==> src/rtl/seven_seg_scanner.sv <==
// Time-multiplexed driver for a 4-digit common-anode 7-segment display.
// Digits are latched once per frame so a frame never mixes old and new values.
module seven_seg_scanner #(
    parameter int REFRESH_DIV  = 1000,
    parameter int BLANK_CYCLES = 4,
    parameter int LZ_SUPPRESS  = 1
) (
    input  logic        clk,
    input  logic        rst_n,
    input  logic        enable,
    input  logic [15:0] digits,
    input  logic [3:0]  dp_mask,
    output logic [3:0]  anode_out,
    output logic [6:0]  seg_out,
    output logic        dp_out,
    output logic [1:0]  digit_idx,
    output logic        frame_tick
);
    localparam int CW = (REFRESH_DIV > 1) ? $clog2(REFRESH_DIV) : 1;
    localparam logic [CW-1:0] CNT_LAST  = CW'(REFRESH_DIV - 1);
    localparam logic [31:0]   BLANK_LEN = 32'(BLANK_CYCLES);

    typedef enum logic {PARKED, SCANNING} state_t;

    state_t        state, state_d;
    logic [CW-1:0] cnt, cnt_d;
    logic [1:0]    idx_d;
    logic          load;
    logic [15:0]   shd_dig, shd_dig_d;
    logic [3:0]    shd_dp, shd_dp_d;
    logic [3:0]    hi_zero;
    logic [3:0]    cur_digit;
    logic          drive;
    logic [3:0]    anode_d;
    logic [6:0]    seg_d;
    logic          dp_d;

    function automatic logic [6:0] decode(input logic [3:0] bcd);
        case (bcd)
            4'd0:    decode = 7'b1000000;
            4'd1:    decode = 7'b1111001;
            4'd2:    decode = 7'b0100100;
            4'd3:    decode = 7'b0110000;
            4'd4:    decode = 7'b0011001;
            4'd5:    decode = 7'b0010010;
            4'd6:    decode = 7'b0000010;
            4'd7:    decode = 7'b1111000;
            4'd8:    decode = 7'b0000000;
            4'd9:    decode = 7'b0010000;
            default: decode = 7'b0111111;
        endcase
    endfunction

    always_comb begin
        state_d = state;
        cnt_d   = cnt;
        idx_d   = digit_idx;
        load    = 1'b0;
        if (!enable) begin
            state_d = PARKED;
            cnt_d   = '0;
            idx_d   = 2'd0;
        end else if (state == PARKED) begin
            // Leaving park always begins a fresh frame in slot 0.
            state_d = SCANNING;
            cnt_d   = '0;
            idx_d   = 2'd0;
            load    = 1'b1;
        end else if (cnt == CNT_LAST) begin
            cnt_d = '0;
            idx_d = digit_idx + 2'd1;
            load  = (digit_idx == 2'd3);
        end else begin
            cnt_d = cnt + CW'(1);
        end
    end

    // Outputs are computed from next-state values so they register on the same edge as cnt.
    always_comb begin
        shd_dig_d  = load ? digits  : shd_dig;
        shd_dp_d   = load ? dp_mask : shd_dp;
        hi_zero[3] = (shd_dig_d[15:12] == 4'd0) && !shd_dp_d[3];
        hi_zero[2] = hi_zero[3] && (shd_dig_d[11:8] == 4'd0) && !shd_dp_d[2];
        hi_zero[1] = hi_zero[2] && (shd_dig_d[7:4] == 4'd0) && !shd_dp_d[1];
        hi_zero[0] = 1'b0;
        cur_digit  = shd_dig_d[4*idx_d +: 4];
        drive      = enable && (32'(cnt_d) >= BLANK_LEN)
                     && !((LZ_SUPPRESS != 0) && hi_zero[idx_d]);
        anode_d    = 4'b1111;
        seg_d      = 7'b1111111;
        dp_d       = 1'b1;
        if (drive) begin
            anode_d = ~(4'b0001 << idx_d);
            seg_d   = decode(cur_digit);
            dp_d    = ~shd_dp_d[idx_d];
        end
    end

    always_ff @(posedge clk or negedge rst_n) begin
        if (!rst_n) begin
            state      <= PARKED;
            cnt        <= '0;
            digit_idx  <= 2'd0;
            shd_dig    <= 16'd0;
            shd_dp     <= 4'd0;
            anode_out  <= 4'b1111;
            seg_out    <= 7'b1111111;
            dp_out     <= 1'b1;
            frame_tick <= 1'b0;
        end else begin
            state      <= state_d;
            cnt        <= cnt_d;
            digit_idx  <= idx_d;
            shd_dig    <= shd_dig_d;
            shd_dp     <= shd_dp_d;
            anode_out  <= anode_d;
            seg_out    <= seg_d;
            dp_out     <= dp_d;
            frame_tick <= load;
        end
    end
endmodule

==> config.mk <==
export PLATFORM = sky130hd
export DESIGN_NAME = seven_seg_scanner
export DESIGN_NICKNAME = d
export VERILOG_FILES = /design/src/rtl/seven_seg_scanner.sv
export SDC_FILE = /design/constraint.sdc
export NUM_CORES = 1
export LEC_CHECK = 0
export BUFFER_PORTS_ARGS = -buffer_cell sky130_fd_sc_hd__buf_4
export CAP_MARGIN = 20
export CORE_ASPECT_RATIO = 0.8
export CORE_MARGIN = 2
export CORE_UTILIZATION = 30
export CTS_CLUSTER_SIZE = 14
export DETAILED_ROUTE_END_ITERATION = 10
export GPL_TIMING_DRIVEN = 0
export PLACE_DENSITY = 0.5
export SLEW_MARGIN = 5
export SYNTH_ARGS = -nofsm -noshare
export SYNTH_HDL_FRONTEND = slang
export SYNTH_SLANG_ARGS = --single-unit
==> constraint.sdc <==
create_clock -name clk -period 4.1 [get_ports clk]
set_clock_uncertainty 0.1 [all_clocks]
set_input_delay 0.41 -clock clk [delete_from_list [all_inputs] [get_ports clk]]
set_output_delay 0.41 -clock clk [all_outputs]
set_load 0.02 [all_outputs]
==> flow_summary_export.csv, run 1 <==
group,metric,value,unit
run_status,outcome,"finished, violations left",
run_status,violations,"hold timing",
logic_synthesis,netlist_top_cells_area,"dfrtp_1 (33%), dfstp_2 (12%), mux2_2 (4.3%)",
finish,final_core_util,0.372,
finish,instances_no_fill,407,
place,io_buffers,37,
timing,slew_headroom,0.527,
timing,clock.fmax,0.257,GHz
detailed_routing,wl_per_cell,16.1,um
detailed_routing,drtIter0Drc,105,
logic_synthesis,synth_top_family_by_area,"simple AND/OR/NAND/NOR gates",
worst_setup_path,cp.required,4.20,ns
hold_path,hold_path_class,"in2async",
logic_synthesis,yosys.cell_types.count,59,
floorplan,start_util,0.308,
clock_network,clk_pin_slew_worst_paths,0.10,ns
clock_network,ctsRootBufferMaster,"clkbuf_8",
floorplan,core_area,0.00848,sq mm
logic_synthesis,synth_ff_type,"dfrtp_1",
pwr,swShare,0.266,
detailed_routing,ant_nets,0,
pwr,power.switching,0.266,mW
logic_synthesis,synthXorXnorAreaFrac,0.0268,
floorplan,rows,30,
timing,finalHoldWorstSlack,-0.00731,ns
detailed_routing,dr_total_vias,2023,
grt,grt-ovfl-total,0,
timing,setup_violations,0,
finish,drive_gt1_frac,0.315,
finish,insertedDiodeCount,0,
timing,tns,0,ns
pwr,p_int,0.736,mW
clock_network,tritoncts,"done",
floorplan,dieArea,0.00948,sq mm
logic_synthesis,synthDominantCellAreaShare,0.326,
logic_synthesis,async_reset_ff_frac,1.00,
detailed_routing,wl,6560,um
logic_synthesis,synthSimpleGateAreaFrac,0.187,
logic_synthesis,synthCells,250,
clock_network,cts_made_buffers,5,
worst_setup_path,cp-start-kind,"flip-flop",
detailed_routing,drc_errors,0,
run,cap_viol_max_count,0,
finish,fin_nets,324,
grt,grt_max_degree,47,
floorplan,fp.dieH,87.5,um
pwr,pwr-share-comb,0.158,
logic_synthesis,netlist_area,0.00261,sq mm
place,placed_cells,399,
floorplan,die_width,108,um
place,dp_hpwl,4800,um
timing,fin_crit_sh,0.949,
grt,grt_first_pass_wirelength,10800,um
logic_synthesis,synth-edff-count,0,
worst_setup_path,crit_fanout,10,
detailed_routing,vias_per_cell,4.97,
clock_network,clkSinkCount,46,
clock_network,clock_latency,0.31,ns
timing,worst_slew_pin_slew,0.704,ns
logic_synthesis,ys_ff_latch,46,
worst_setup_path,cp-end-kind,"flip-flop",
logic_synthesis,yosysMostFrequentCell,"dfrtp_1",
place,gp_congestion,0.839,
pwr,pwr-share-clk,0.346,
grt,antenna_found_initial,0,
finish,syn_to_final_growth,20.7,%
logic_synthesis,ys_warn_count,0,
detailed_routing,firstDrtPassIters,4,
clock_network,postCtsHoldBufs,0,
floorplan,io_pins,38,
logic_synthesis,avgSynthCellArea,10.5,sq um
pwr,p_leak,1.39,nW
timing,hold_viol,2,
pwr,ir_drop,0.120,mV
grt,grtUsageTotal,0.151,
pwr,power_density,318,mW/mm^2
logic_synthesis,synth_nets,280,
clock_network,postCtsSetupBuffers,0,
clock_network,cts.path.max_buffers,2,
worst_setup_path,critical_path_class,"reg2reg",
logic_synthesis,synth.mux.area_fraction,0.102,
logic_synthesis,ys_top_cells_by_count,"dfrtp_1 (34), nand2_1 (28), nor2_1 (17)",
logic_synthesis,synthAdderAreaFrac,0.0335,
pwr,p_seq_frac,0.497,
clock_network,cts.htree.levels,2,
worst_setup_path,cp.arrival,4.00,ns
logic_synthesis,synth_top_area_cell,"dfrtp_1",
logic_synthesis,ys_seq_area_frac,0.446,
timing,finalCriticalPeriod,3.89,ns
timing,drv_slew,0,
grt,grt_pass1_vias,2004,
logic_synthesis,synth_compound_area_frac,0.156,
logic make-up after synthesis:
group | Yosys count
AOI/OAI and AO/OA | 47
xor gates and xnor gates | 8
adders and majority gates | 7
buffers and inverters | 27
DFF | 46
muxes | 22
and+or+nand+nor | 93
worst paths after layout:
path | start | end | slack, ns | depth (start not counted)
setup / recovery | cnt[4] | seg_out[3] | 0.21 | 10
hold / removal | rst_n | cnt[4] | -0.007 | 1
setup reg to reg | cnt[4] | seg_out[3] | 0.21 | 10
hold reg to reg | cnt[0] | cnt[0] | 0.37 | 1
max in group asynchronous | rst_n | digit_idx[0] | 3.47 | 1
min in group clk | enable | state | 0.16 | 1
what timing repair did:
item,4_1_cts,5_1_grt
endpoints found under the hold margin,0,0
resized for setup,1,1
endpoints found under the setup margin,1,1
pin swaps,0,0
cell usage in the layout (no fill, tap or decap), drive strengths merged, types with 8 or more instances in the layout:
cell | Yosys | routed
nand2 | 29 | 29
buf | 9 | 46
nand3 | 11 | 11
clkbuf | 3 | 9
inv | 15 | 15
and2 | 10 | 10
mux2 | 12 | 12
mux2i | 8 | 8
nor2 | 17 | 17
dfstp | 12 | 12
dfrtp | 34 | 34
power by group through the flow:
stage	Sequential, mW	Clock [mW]	Combinational [mW]
2_1_floorplan	0.502	0	0.101
3_3_place_gp	0.506	0	0.157
3_5_place_dp	0.506	0	0.158
4_1_cts	0.498	0.360	0.159
5_1_grt	0.502	0.376	0.178
6_report	0.498	0.347	0.158
area by class of cell:
cell class / instances / area [sq um]
fill: 893 / 5330
multi-input combinational: 177 / 1330
sequential: 46 / 1170
timing repair buffer: 37 / 278
tap: 112 / 140
clock buffer: 6 / 72.6
buffer: 12 / 70.1
inverter: 15 / 56.3
clock inverter: 2 / 37.5
flip-flops by register name, summed over array words and instances, names as in the netlist:
name / flops
frame_tick: 1
anode_out: 4
shd_dig: 16
state: 1
cnt: 10
shd_dp: 4
dp_out: 1
seg_out: 7
digit_idx: 2
stage by stage:
step	setup WS [ns]	total power, mW	instance area, sq um	hold WS, ns
floorplan	0.667	0.603	2610	0.0144
global placement	0.0524	0.662	3030	0.343
detailed placement	0.00120	0.664	3030	0.364
CTS	0.165	1.02	3140	0.0364
global route	-0.0138	1.06	3150	0.0606
finish	0.207	1.00	3150	-0.00731
routing by layer:
layer | up-vias | GRT usage | wire, um
met1 | 987 | 0.239 | 3570
met2 | 40 | 0.209 | 2710
met4 | 0 | 0.0350 | 64
li1 | 990 | - | -
met3 | 6 | 0.0262 | 212
met5 | - | 0 | 0
worst max-delay path, cell delays in order, from the launching register on:
cell,delay [ns]
dfrtp_1,0.37
buf_4,0.16
nand4bb_4,0.25
nor3_1,0.61
mux2i_4,0.51
buf_2,0.32
mux2_2,0.40
a21oi_1,0.32
ha_1,0.30
and2_1,0.15
o311ai_1,0.30
Power figures use the tool's default switching activity.
==> run 2: changes to the inputs <==
--- a/config.mk
+++ b/config.mk
@@ -7,13 +7,15 @@
 export LEC_CHECK = 0
 export BUFFER_PORTS_ARGS = -buffer_cell sky130_fd_sc_hd__buf_4
 export CAP_MARGIN = 20
+export CELL_PAD_IN_SITES_DETAIL_PLACEMENT = 0
+export CELL_PAD_IN_SITES_GLOBAL_PLACEMENT = 1
 export CORE_ASPECT_RATIO = 0.8
 export CORE_MARGIN = 2
 export CORE_UTILIZATION = 30
 export CTS_CLUSTER_SIZE = 14
 export DETAILED_ROUTE_END_ITERATION = 10
 export GPL_TIMING_DRIVEN = 0
-export PLACE_DENSITY = 0.5
+export PLACE_DENSITY = 0.6
 export SLEW_MARGIN = 5
 export SYNTH_ARGS = -nofsm -noshare
 export SYNTH_HDL_FRONTEND = slang
==> run 2 against run 1 <==
Compared with the run above: the run now ends clean; setup slack improved by 0.15 ns; sequential power barely moved; combinational power barely moved; total power fell by 5.4%; sequential cell count did not move; utilization fell by 0.18 points; first-iteration DRC count fell by 30%; design area fell by 0.48%; critical path type unchanged.
==> flow_summary_export.csv, run 2 (synthesis gave the netlist of run 1 again) <==
group,metric,value,unit
run_status,outcome,"finished clean",
grt,grt_first_pass_wirelength,10700,um
clock_network,cts.path.max_buffers,2,
finish,drive_gt1_frac,0.322,
grt,grtUsageTotal,0.149,
timing,fin_crit_sh,0.913,
clock_network,clock_latency,0.30,ns
timing,rsz0062_at_grt,"false",
detailed_routing,ant_nets,0,
floorplan,core_area,0.00848,sq mm
pwr,power_density,302,mW/mm^2
pwr,ir_drop,0.134,mV
timing,drv_slew,0,
detailed_routing,firstDrtPassIters,4,
detailed_routing,wl_per_cell,16.2,um
finish,layout_commonest_cell,"buf_4",
worst_setup_path,cp.arrival,3.86,ns
pwr,p_leak,1.38,nW
worst_setup_path,critical_path_class,"reg2reg",
worst_setup_path,critPathLaunch,"cnt[0]",
timing,finalCriticalPeriod,3.74,ns
clock_network,postCtsHoldBufs,0,
floorplan,io_pins,38,
finish,fin_nets,324,
finish,layout_common_cells,"buf_4 (38), dfrtp_1 (34), nand2_1 (28)",
finish,largest_reg_flops,16,
detailed_routing,vias_per_cell,4.88,
worst_setup_path,cp.required,4.21,ns
grt,antenna_found_initial,0,
floorplan,start_util,0.308,
worst_setup_path,cp_common_cell,"ha_1",
worst_setup_path,worstPathCellList,"ha_1 > nand3_1 > o41ai_4 > nand2_4 > clkbuf_1 > mux2i_1 > a211oi_1 > a21oi_1 > ha_1 > and2_1 > o311ai_1",
timing,clock.fmax,0.267,GHz
floorplan,rows,30,
worst_setup_path,cpMaxStageDelayCell,"o41ai_4",
detailed_routing,drtIter0Drc,73,
clock_network,tritoncts,"done",
detailed_routing,drc_errors,0,
detailed_routing,wl,6580,um
timing,worst_slew_pin_slew,0.643,ns
worst_setup_path,crit_fanout,10,
finish,syn_to_final_growth,20.1,%
timing,slew_headroom,0.570,
worst_setup_path,cp-start-kind,"flip-flop",
timing,tns,0,ns
floorplan,dieArea,0.00948,sq mm
worst_setup_path,cp-end-kind,"flip-flop",
hold_path,hold_path_class,"in2async",
worst_setup_path,critPathTopFamily,"compound AO/OA/AOI/OAI gates",
clock_network,ctsRootBufferMaster,"clkbuf_8",
timing,setup_violations,0,
grt,grt-ovfl-total,0,
run,cap_viol_max_count,0,
floorplan,fp.dieH,87.5,um
finish,final_core_util,0.370,
place,place_ws,0.114,ns
timing,finalHoldWorstSlack,0.00735,ns
finish,largestRegisters,"shd_dig (16), cnt (10), seg_out (7)",
clock_network,cts_made_buffers,5,
grt,grt_pass1_vias,1972,
worst_setup_path,r2r_start,"cnt[0]",
worst_setup_path,critPathBufInv,1,
place,io_buffers,37,
clock_network,ctsResizeCount,0,
finish,insertedDiodeCount,0,
grt,grt_max_degree,47,
clock_network,postCtsSetupBuffers,0,
clock_network,clkSinkCount,46,
timing,fin_ws,0.356,ns
finish,fill_cells,882,
worst_setup_path,cpPeakStageDelay,0.66,ns
pwr,power,0.948,mW
place,gp_congestion,0.767,
detailed_routing,dr_total_vias,1987,
finish,largest_register,"shd_dig",
place,dp_hpwl,4740,um
timing,hold_viol,0,
clock_network,clk_pin_slew_worst_paths,0.09,ns
floorplan,die_width,108,um
clock_network,cts.htree.levels,2,
## run 2: changes by cell type in the layout (fill, tap and decap cells not counted), sizes merged
cell    change
clkinv      +2
bufinv      -1
clkbuf      -1
## run 2: cell type report
class,count,area (sq um),area share
buffer,12,70.1,0.0223
clock buffer,5,68.8,0.0219
clock inverter,3,21.3,0.00678
inverter,15,56.3,0.0179
multi-input combinational,177,1340,0.426
sequential,46,1170,0.372
tap,112,140,0.0447
timing repair buffer,37,278,0.0885
## run 2: path summary, 6_finish.rpt
kind	to	slack, ns	cells past startpoint
hold reg to reg	cnt[0]	0.36	1
setup reg to reg	seg_out[3]	0.36	11
setup / recovery	seg_out[3]	0.36	11
hold / removal	cnt[4]	0.007	1
min in group clk	state	0.17	1
max in group asynchronous	cnt[9]	3.48	1
## run 2: power by group
group	switching, mW	internal [mW]	total [mW]
Sequential	0.0157	0.482	0.498
Clock	0.171	0.120	0.292
Combinational	0.0868	0.0714	0.158
Total	0.274	0.674	0.948
## run 2: metal layers
| layer | vias up | GRT usage | routed length (um) |
|---|---|---|---|
| li1 | 988 | - | - |
| met1 | 964 | 0.225 | 3480 |
| met2 | 31 | 0.217 | 2860 |
| met3 | 4 | 0.0254 | 163 |
| met4 | 0 | 0.0443 | 70 |
| met5 | - | 0 | 0 |
## run 2: per-stage QoR
step,cell area (sq um),std cells
2_1_floorplan,2610,250
3_3_place_gp,3030,399
3_5_place_dp,3030,399
4_1_cts,3120,407
5_1_grt,3140,407
6_report,3140,407
